$ cat src/rtl/nco_sweep_ctrl.sv
// nco_sweep_ctrl
//   Steps the phase increment of the NCO tone generator to make stepped frequency sweeps.
//   One configuration is taken over a valid/ready handshake. The block then drives phi_inc_o
//   through the sweep on its own. Three sweep shapes are supported: single up, repeating up,
//   and triangle (up/down).
//
// Ports
//   clk            system clock; all logic runs on the rising edge
//   reset_n        asynchronous active-low reset
//   cfg_valid      a configuration is present on the cfg_* inputs
//   cfg_ready      the block can take a configuration (high only when idle)
//   cfg_start_inc  first phase increment of the sweep
//   cfg_stop_inc   last (upper) phase increment
//   cfg_step       amount added or subtracted on each step
//   cfg_dwell      cycles each value is held; 0 is treated as 1
//   cfg_mode       00 single up, 01 repeat up, 10 triangle, 11 behaves as single
//   abort          stops a running sweep; phi_inc_o keeps its value
//   phi_inc_o      phase increment to the NCO
//   sweep_busy     a sweep is in progress
//   step_strobe    1-cycle pulse in the first cycle of each new phi_inc_o value
//   sweep_done     1-cycle pulse when a single sweep completes
module nco_sweep_ctrl #(
    parameter int unsigned PHASE_WIDTH = 16,
    parameter int unsigned DWELL_WIDTH = 16
) (
    input  logic                   clk,
    input  logic                   reset_n,
    input  logic                   cfg_valid,
    output logic                   cfg_ready,
    input  logic [PHASE_WIDTH-1:0] cfg_start_inc,
    input  logic [PHASE_WIDTH-1:0] cfg_stop_inc,
    input  logic [PHASE_WIDTH-1:0] cfg_step,
    input  logic [DWELL_WIDTH-1:0] cfg_dwell,
    input  logic [1:0]             cfg_mode,
    input  logic                   abort,
    output logic [PHASE_WIDTH-1:0] phi_inc_o,
    output logic                   sweep_busy,
    output logic                   step_strobe,
    output logic                   sweep_done
);

    localparam int unsigned PW = PHASE_WIDTH;
    localparam int unsigned DW = DWELL_WIDTH;

    typedef enum logic [1:0] {StIdle, StUp, StDown} state_e;

    state_e          state_q, state_d;
    logic [PW-1:0]   phi_q, phi_d;
    logic [PW-1:0]   start_q, start_d;
    logic [PW-1:0]   stop_q, stop_d;
    logic [PW-1:0]   step_q, step_d;
    logic [DW-1:0]   dwell_q, dwell_d;    // effective dwell, always >= 1 once loaded
    logic [DW-1:0]   cnt_q, cnt_d;        // cycles left on the current value, minus one
    logic [1:0]      mode_q, mode_d;
    logic            degen_q, degen_d;
    logic            strobe_q, strobe_d;
    logic            done_q, done_d;

    logic [DW-1:0]   cfg_dwell_eff;
    logic [PW:0]     up_sum;
    logic [PW-1:0]   up_next;
    logic [PW-1:0]   dn_next;
    logic            expired;

    assign cfg_dwell_eff = (cfg_dwell == '0) ? DW'(1) : cfg_dwell;
    assign expired       = (cnt_q == '0);

    // Upward step done one bit wider so a carry-out clamps to stop instead of wrapping.
    assign up_sum  = {1'b0, phi_q} + {1'b0, step_q};
    assign up_next = (up_sum >= {1'b0, stop_q}) ? stop_q : up_sum[PW-1:0];

    // Downward step. phi_q >= start_q holds whenever this is used, so the difference
    // cannot borrow.
    assign dn_next = ((phi_q - start_q) <= step_q) ? start_q : (phi_q - step_q);

    always_comb begin
        state_d  = state_q;
        phi_d    = phi_q;
        start_d  = start_q;
        stop_d   = stop_q;
        step_d   = step_q;
        dwell_d  = dwell_q;
        cnt_d    = cnt_q;
        mode_d   = mode_q;
        degen_d  = degen_q;
        strobe_d = 1'b0;
        done_d   = 1'b0;

        unique case (state_q)
            StIdle: begin
                // abort is ignored here, so a handshake in the same cycle always wins.
                if (cfg_valid) begin
                    start_d  = cfg_start_inc;
                    stop_d   = cfg_stop_inc;
                    step_d   = cfg_step;
                    dwell_d  = cfg_dwell_eff;
                    mode_d   = cfg_mode;
                    degen_d  = (cfg_step == '0) || (cfg_start_inc >= cfg_stop_inc);
                    phi_d    = cfg_start_inc;
                    cnt_d    = cfg_dwell_eff - DW'(1);
                    strobe_d = 1'b1;
                    state_d  = StUp;
                end
            end

            StUp: begin
                if (abort) begin
                    state_d = StIdle;
                end else if (expired) begin
                    if (degen_q) begin
                        state_d = StIdle;
                        done_d  = 1'b1;
                    end else if (phi_q < stop_q) begin
                        phi_d    = up_next;
                        cnt_d    = dwell_q - DW'(1);
                        strobe_d = 1'b1;
                    end else begin
                        // At the top of the sweep.
                        unique case (mode_q)
                            2'b01: begin
                                phi_d    = start_q;
                                cnt_d    = dwell_q - DW'(1);
                                strobe_d = 1'b1;
                            end
                            2'b10: begin
                                phi_d    = dn_next;
                                cnt_d    = dwell_q - DW'(1);
                                strobe_d = 1'b1;
                                state_d  = StDown;
                            end
                            default: begin
                                state_d = StIdle;
                                done_d  = 1'b1;
                            end
                        endcase
                    end
                end
            end

            StDown: begin
                if (abort) begin
                    state_d = StIdle;
                end else if (expired) begin
                    cnt_d    = dwell_q - DW'(1);
                    strobe_d = 1'b1;
                    if (phi_q == start_q) begin
                        // phi_q == start_q here, so up_next is min(start+step, stop).
                        phi_d   = up_next;
                        state_d = StUp;
                    end else begin
                        phi_d = dn_next;
                    end
                end
            end

            default: state_d = StIdle;
        endcase

        // Count down while a value is held; the reload above takes precedence.
        if (state_q != StIdle && !abort && !expired) begin
            cnt_d = cnt_q - DW'(1);
        end
    end

    always_ff @(posedge clk or negedge reset_n) begin
        if (!reset_n) begin
            state_q  <= StIdle;
            phi_q    <= '0;
            start_q  <= '0;
            stop_q   <= '0;
            step_q   <= '0;
            dwell_q  <= '0;
            cnt_q    <= '0;
            mode_q   <= '0;
            degen_q  <= 1'b0;
            strobe_q <= 1'b0;
            done_q   <= 1'b0;
        end else begin
            state_q  <= state_d;
            phi_q    <= phi_d;
            start_q  <= start_d;
            stop_q   <= stop_d;
            step_q   <= step_d;
            dwell_q  <= dwell_d;
            cnt_q    <= cnt_d;
            mode_q   <= mode_d;
            degen_q  <= degen_d;
            strobe_q <= strobe_d;
            done_q   <= done_d;
        end
    end

    assign phi_inc_o   = phi_q;
    assign step_strobe = strobe_q;
    assign sweep_done  = done_q;
    assign sweep_busy  = (state_q != StIdle);
    assign cfg_ready   = (state_q == StIdle);

endmodule

$ cat config.mk
export PLATFORM = sky130hd
export DESIGN_NAME = nco_sweep_ctrl
export DESIGN_NICKNAME = d
export VERILOG_FILES = /design/src/rtl/nco_sweep_ctrl.sv
export SDC_FILE = /design/constraint.sdc
export NUM_CORES = 1
export LEC_CHECK = 0
export ABC_CLOCK_PERIOD_IN_PS = 12600
export CAP_MARGIN = 20
export CORE_AREA = 3 3 174 176
export DETAILED_ROUTE_END_ITERATION = 12
export DIE_AREA = 0 0 177 179
export PLACE_DENSITY_LB_ADDON = 0.05
export SLEW_MARGIN = 0
export SYNTH_ARGS = -nofsm -noshare
export SYNTH_HDL_FRONTEND = slang
export SYNTH_SLANG_ARGS = --single-unit
$ cat constraint.sdc
create_clock -name clk -period 12.6 [get_ports clk]
set_clock_uncertainty 0.1 [all_clocks]
set_input_delay 1.89 -clock clk [delete_from_list [all_inputs] [get_ports clk]]
set_output_delay 1.89 -clock clk [all_outputs]
set_load 0.02 [all_outputs]
After elaboration in Yosys (flattened, before gate mapping)
Cells that the tools add are included.

operators by class
  add/sub/neg operators = 6
  order comparisons = 4
  eq/ne operators = 24
  mux-type cells = 48
  reduce and logical (&&, ||, !) cells = 17

operators by type and width
  operator               count
  $mux 16                20
  $pmux 16 s3            2
  $logic_not 16->1       3
  $sub 16x1->16 const B  3
  $pmux 16 s2            1
  $sub 16x16->16         2
  $ne 3x3->1 const B     8
  $add 16x16->17         1
  $ge 17x16->1           1
  $eq 16x16->1           1
  $ge 16x16->1           1
  $le 16x16->1           1
  $lt 16x16->1           1
  $mux 2                 8
  $ne 4x4->1 const B     4
  $reduce_and 8->1       2
  $mux 1                 14
  $ne 2x2->1 const B     6
  $pmux 2 s3             1
  $reduce_and 6->1       1
  $eq 2x1->1 const B     2
  $eq 2x2->1 const B     2
  $pmux 2 s2             1
  $reduce_bool 4->1      1
  10 further kinds       12

word-level totals
  register bits after elaboration = 103
  input bits = 70
  output and inout bits = 20
  word-level logic and storage cells = 110

Longest topological paths before layout
  depth in word-level cells = 9
  depth in mapped cells = 22
  mapped depth without buffers = 21

Worst setup path after synthesis
No wires, ideal clock.

  path type = register to register
  from = register phi_q[1], in the netlist phi_inc_o[1]
  to = register phi_q[5], in the netlist phi_inc_o[5]
  setup time = 132 ps
  arrival time = 4465 ps
  slack = 7903 ps
  cell stages (with the launch flop) = 21
  buffers on the path = 1
  cells stage by stage = dfrtp_1 ha_1 nor2b_1 o21ai_0 a21boi_1 o21a_1 o21ai_1 a21oi_1 or3_1 a31oi_1 xnor2_1 ha_1 nand4_1 a2111oi_0 nor3b_2 nor2_2 buf_2 mux2i_1 mux2i_1 a221oi_1 o21ai_0

between the ends
  word-level cells in the longest chain between the ends = 9

ends and longest elaborated chain
  what                    RTL line  source
  from (decl)             48        logic [PW-1:0] phi_q, phi_d;
  from (signal assigned)  180       phi_q <= phi_d;
  $sub 16x16->16          74        assign dn_next = ((phi_q - start_q) <= step_q) ? start_q : (phi_q - step_q);
  $le 16x16->1            74
  $mux 16                 74
  $pmux 16 s2             119       unique case (mode_q)
  $mux 16                 113       end else if (phi_q < stop_q) begin
  $mux 16                 110       if (degen_q) begin
  $mux 16                 109       end else if (expired) begin
  $mux 16                 107       if (abort) begin
  $pmux 16 s3             89        unique case (state_q)

Several ways; a longest one is shown, not always the timed one. The select of a mux whose other input is x is not followed.
A chain may end at the register's enable or synchronous reset.

Worst setup path after layout
  from = register phi_q[2], in the netlist phi_inc_o[2]
  to = register phi_q[2], in the netlist phi_inc_o[2]

The elaborated chain is that of the path after synthesis.

==> flow_summary.toml <==
[hold_path]
hold_class = "flop to flop"

[place]
dp_hpwl_um = 26700
dp.cells = 1629
gp_congestion = 0.895
post_dp_cell_area_um2 = 11100
port_buffers = 89

[timing]
setup_violations = 0
max_slew.worst_pin.slew_ps = 969
post-route-min-period_ps = 5650
timing.final.max_slew_violations = 0
max_freq_mhz = 177
final.setup.tns_ps = 0
hold-worst-slack_ps = 393
hold_viol_final = 0
rsz0062_at_grt = "no"
timing.slew.headroom_pct = 35.2
finalCritPeriodShare_pct = 44.8

[routing]
viasPerCell = 5.43
wl_per_cell_um = 20.7
routed_wl_um = 34000
num_vias = 8934
drc = 0
dr.pass1.iters = 5
ant_nets = 0
drtIter0Drc = 681

[final_layout]
syn2layout_area_growth_pct = 14.5
drive_gt1_share_pct = 7.85
num_antenna_cells = 0
num-nets-final = 1446
finalInstanceArea_um2 = 11400
layout.cells.non_filler = 1645

[global_routing]
grt-ovfl-total = 0
grt_pass1_wl_um = 52000
track_usage_pct = 21.6
first_global_vias = 8643
grt_max_degree = 58
grt_antenna_before_repair = 1

[logic_synthesis]
synth_top_cell_area_share_pct = 25.8
syn_inst = 1198
synth_warnings = 0
netlist_area_um2 = 10000
ys_types = 98
ys_ff_latch = 103
synth_ff_type = "dfrtp_1"
yosysTopAreaCell = "dfrtp_1"
yosys-top-cells-count = "123 x nand2_1, 119 x o21ai_0, 116 x ha_1"
synth-edff-count = 0
synthArstFlopShare_pct = 100
synth_nets = 1387
ys_seq_area_share_pct = 25.8
synthTopCellsByArea = "dfrtp_1 26%, ha_1 15%, o21ai_0 6.0%"
synth_most_common_cell = "nand2_1"
avgSynthCellArea_um2 = 8.35

[worst_setup_path]
cp_max_fo = 6
path_class = "flop to flop"
crit_required_ps = 12790
start_kind = "flop"
crit_arrival_ps = 5840
worstSetupEndpointType = "flop"

[floorplanning]
start_util_pct = 34.7
die_h_um = 179
num_rows = 62
dieArea_um2 = 31700
core_um2 = 28800
die_w_um = 177
ios = 90

[cts]
clock-root-buffer = "clkbuf_16"
cts_setup_buffers = 0
cts_inserted_buffers = 9
clk_latency_ps = 370
cts_tree = "built"
ctsResizeCount = 0
clock_sinks = 103
clk_pin_slew_ps = 90
cts_hold_buf = 0
clockBufferDepth = 2
cts.htree.levels = 3

[job]
drv_cap = 0

[run_status]
status = "finished clean"
-- sequential cells by signal, indices dropped and copies added (netlist names) --
name         flops
state_q          2
stop_q          16
start_q         16
mode_q           2
dwell_q         16
sweep_done       1
step_q          16
phi_inc_o       16
degen_q          1
cnt_q           16
step_strobe      1
-- metrics by stage --
| step | setup WS [ps] | util [%] |
|---|---|---|
| floorplan | 7900 | - |
| global placement | 6730 | 38.6 |
| detailed placement | 6940 | 38.7 |
| CTS | 6940 | 39.7 |
| global route | 6360 | 39.8 |
| finish | 6950 | 39.8 |
-- path summary, 6_finish.rpt --
path	startpoint	end	slack, ps	cells after the start
worst max-delay path	phi_inc_o[2]	phi_inc_o[2]	6950	18
worst min register to register	dwell_q[0]	dwell_q[0]	390	2
min in group asynchronous	reset_n	state_q[1]	1450	1
worst max register to register	phi_inc_o[2]	phi_inc_o[2]	6950	18
max in group asynchronous	reset_n	step_q[3]	9700	2
worst min-delay path	dwell_q[0]	dwell_q[0]	390	2
-- cells in the final DEF (no fill, tap or decap), types with 7 or more instances in the layout --
cell / count
o21bai_1: 9
mux2i_1: 52
mux2_2: 24
a221oi_1: 7
buf_4: 7
xnor2_1: 28
or3_1: 11
nand2_1: 123
nand3_1: 20
nor3_1: 31
a21o_1: 25
a31oi_1: 7
nor2_1: 79
clkdlybuf4s50_1: 88
dfrtp_1: 103
a211oi_1: 16
nor4_1: 13
o21a_1: 10
nor2b_1: 11
o21ai_0: 119
nand4_1: 13
clkbuf_16: 9
a21oi_1: 73
ha_1: 116
nand2b_1: 16
o21ai_1: 8
and3_1: 12
o211ai_1: 9
inv_1: 93
-- routing by layer --
metal / share of wire [%] / GRT usage, %
met5: 0.050 / 0
met4: 2.6 / 6.55
met3: 4.4 / 2.77
met2: 46 / 36.0
met1: 47 / 29.3
-- critical path, cell delays in order (launching register included) --
cell      delay, ps
dfrtp_1         470
ha_1            380
nor2b_1         150
o21ai_0         150
nand2b_1        140
a211oi_1        460
o21ai_0         290
a21o_1          230
a21oi_1         190
xnor2_1         120
ha_1            330
nand4_1         160
nor4_1          800
nand2b_1        230
nor2_1          160
buf_6           210
a21oi_1         540
a222oi_1        220
o21ai_0         200
-- final cells by class --
class / instances / area, um2
Clock buffer: 9 / 225
Clock inverter: 6 / 58.8
Sequential cell: 103 / 2580
Tap cell: 384 / 480
Fill cell: 2966 / 17300
Inverter: 93 / 349
Multi-Input combinational cell: 953 / 6780
Timing Repair Buffer: 97 / 972
-- cell families (layout without fill, tap and decap cells) --
| group | count (synthesis) | count (layout) | synth area share [%] |
|---|---|---|---|
| AO/OA/AOI/OAI | 347 | 347 | 22.6 |
| XOR/XNOR | 34 | 34 | 2.98 |
| adder cells (fa/ha/maj) | 119 | 119 | 15.1 |
| buffers and inverters | 142 | 205 | 6.46 |
| flip-flops | 103 | 103 | 25.8 |
| multiplexers | 78 | 78 | 8.17 |
| AND/OR/NAND/NOR | 375 | 375 | 18.9 |
Power is left out: the tool's default activity adds up to more than one toggle a clock period on the data nets, which glitch-free logic cannot reach.
==> patch, RTL diff (same settings) <==
Change the parameter `DWELL_WIDTH` from 16 to 12.
--- a/src/rtl/nco_sweep_ctrl.sv
+++ b/src/rtl/nco_sweep_ctrl.sv
@@ -23,3 +23,3 @@
     parameter int unsigned PHASE_WIDTH = 16,
-    parameter int unsigned DWELL_WIDTH = 16
+    parameter int unsigned DWELL_WIDTH = 12
 ) (
Ports: changed (resized cfg_dwell); port bits go from 90 to 86. The function was not compared with the original's and may differ.
==> patch against the unedited design <==
- synthesized area is 12% lower
- core utilization fell by 3.7 points
- sequential cell count shrank 8
- synthesized cell count down 15%
- routed wire length down 12%
- cell area shrank 9.3%
- count of clock-buffer cells in the layout stayed put
- worst setup slack better by 210 ps
- worst hold slack got worse by 2.0 ps
- critical path type unchanged
- largest cell class unchanged
Power is left out: the tool's default activity adds up to more than one toggle a clock period on the data nets, which glitch-free logic cannot reach.
==> patch: results <==
status:
  status: "finished, final reports clean"
sta:
  worst_slew_pin_slew_ps: 1030
synthesis:
  synthTopCellsByCount: "116 x ha_1, 96 x inv_1, 95 x dfrtp_1"
  synthAdderAreaFrac_pct: 17.1
  syn-num-nets: 1207
  synth-xor-area-share_pct: 3.96
  synthMuxAreaShare_pct: 9.37
  synth_seq_area_share_pct: 26.9
  yosys-top-cells-area: "dfrtp_1 27%, ha_1 16%, mux2_2 6.7%, a21oi_1 4.7%, inv_1 4.1%"
  yosysTopAreaCellShare_pct: 26.9
  synth_compound_area_share_pct: 21.4
routing:
  finalWirelength_mm: 29.8
  drtIter0Drc: 524
  vias_per_cell: 5.24
  drt-pass1-iter-count: 5
cells_and_area:
  fin_nets: 1271
  num-fill-cells: 2973
  layout-drive-gt1-share_pct: 8.80
setup_path:
  cp-startpoint: "phi_inc_o[0]$_DFFE_PN0P_"
  r2r_slack_ps: 7160
  critical_path_peak_fanout: 12
  cpPeakStageDelay_ps: 710
  worstPathArrival_ps: 5560
  cp_slowest_cell: "a21oi_1"
grt:
  antenna_found_initial: 0
  grt_pass1_wl_mm: 46.1
  grt_usage_pct: 19.1
  grt_pass1_vias: 7702
place:
  portBuffers: 85
  place.gp.congestion: 0.860
  place_hpwl_mm: 23.7
hold_path:
  min_from: "stop_q[6]$_DFFE_PN0P_"
cts:
  clockRootBuffer: "clkbuf_16"
==> patch: cell count changes in the layout (fill, tap and decap cells not counted), sizes merged, moves of 5 or more <==
cell,delta
nand3,-6
mux2,+28
a21oi,+7
nand2,-65
xor2,+7
nor2,-15
o21bai,-5
nor3,-9
mux2i,-30
inv,+5
o21ai,-63
a221oi,+5
dfrtp,-8
==> patch: final timing paths <==
| path | endpoint | depth (start not counted) |
|---|---|---|
| min in group asynchronous | step_q[0]$_DFFE_PN0P_ | 1 |
| worst min-delay path | stop_q[6]$_DFFE_PN0P_ | 2 |
| worst min register to register | stop_q[6]$_DFFE_PN0P_ | 2 |
| worst max register to register | phi_inc_o[11]$_DFFE_PN0P_ | 21 |
| worst max-delay path | phi_inc_o[11]$_DFFE_PN0P_ | 21 |
| max in group asynchronous | start_q[14]$_DFFE_PN0P_ | 2 |
==> patch: area by class of cell <==
type                            instances  area [um2]  share of cell area (%)
Inverter                               96         360                    3.47
Clock inverter                          7        88.8                   0.855
Timing Repair Buffer                   92         901                    8.67
Multi-Input combinational cell        792        5950                    57.3
Clock buffer                            9         225                    2.17
Sequential cell                        95        2380                    22.9
Tap cell                              384         480                    4.63
==> patch: layer usage <==
| layer | GRT usage, % | vias up | routed length (um) |
|---|---|---|---|
| met2 | 29.6 | 172 | 13000 |
| li1 | - | 3837 | - |
| met3 | 2.27 | 14 | 1080 |
| met5 | 0 | - | 0 |
| met4 | 3.08 | 0 | 266 |
| met1 | 28.8 | 3702 | 15500 |
==> patch: stage by stage <==
step                cells  util, %  hold slack [ps]  setup slack, ps  instance area (um2)
global route         1475     36.1              417             6670                10400
detailed placement   1459     35.0              372             7130                10100
floorplan            1022        -              350             8130                 8840
global placement     1459     35.0              364             7210                10100
finish               1475     36.1              391             7160                10400
CTS                  1475     36.1              392             7080                10400
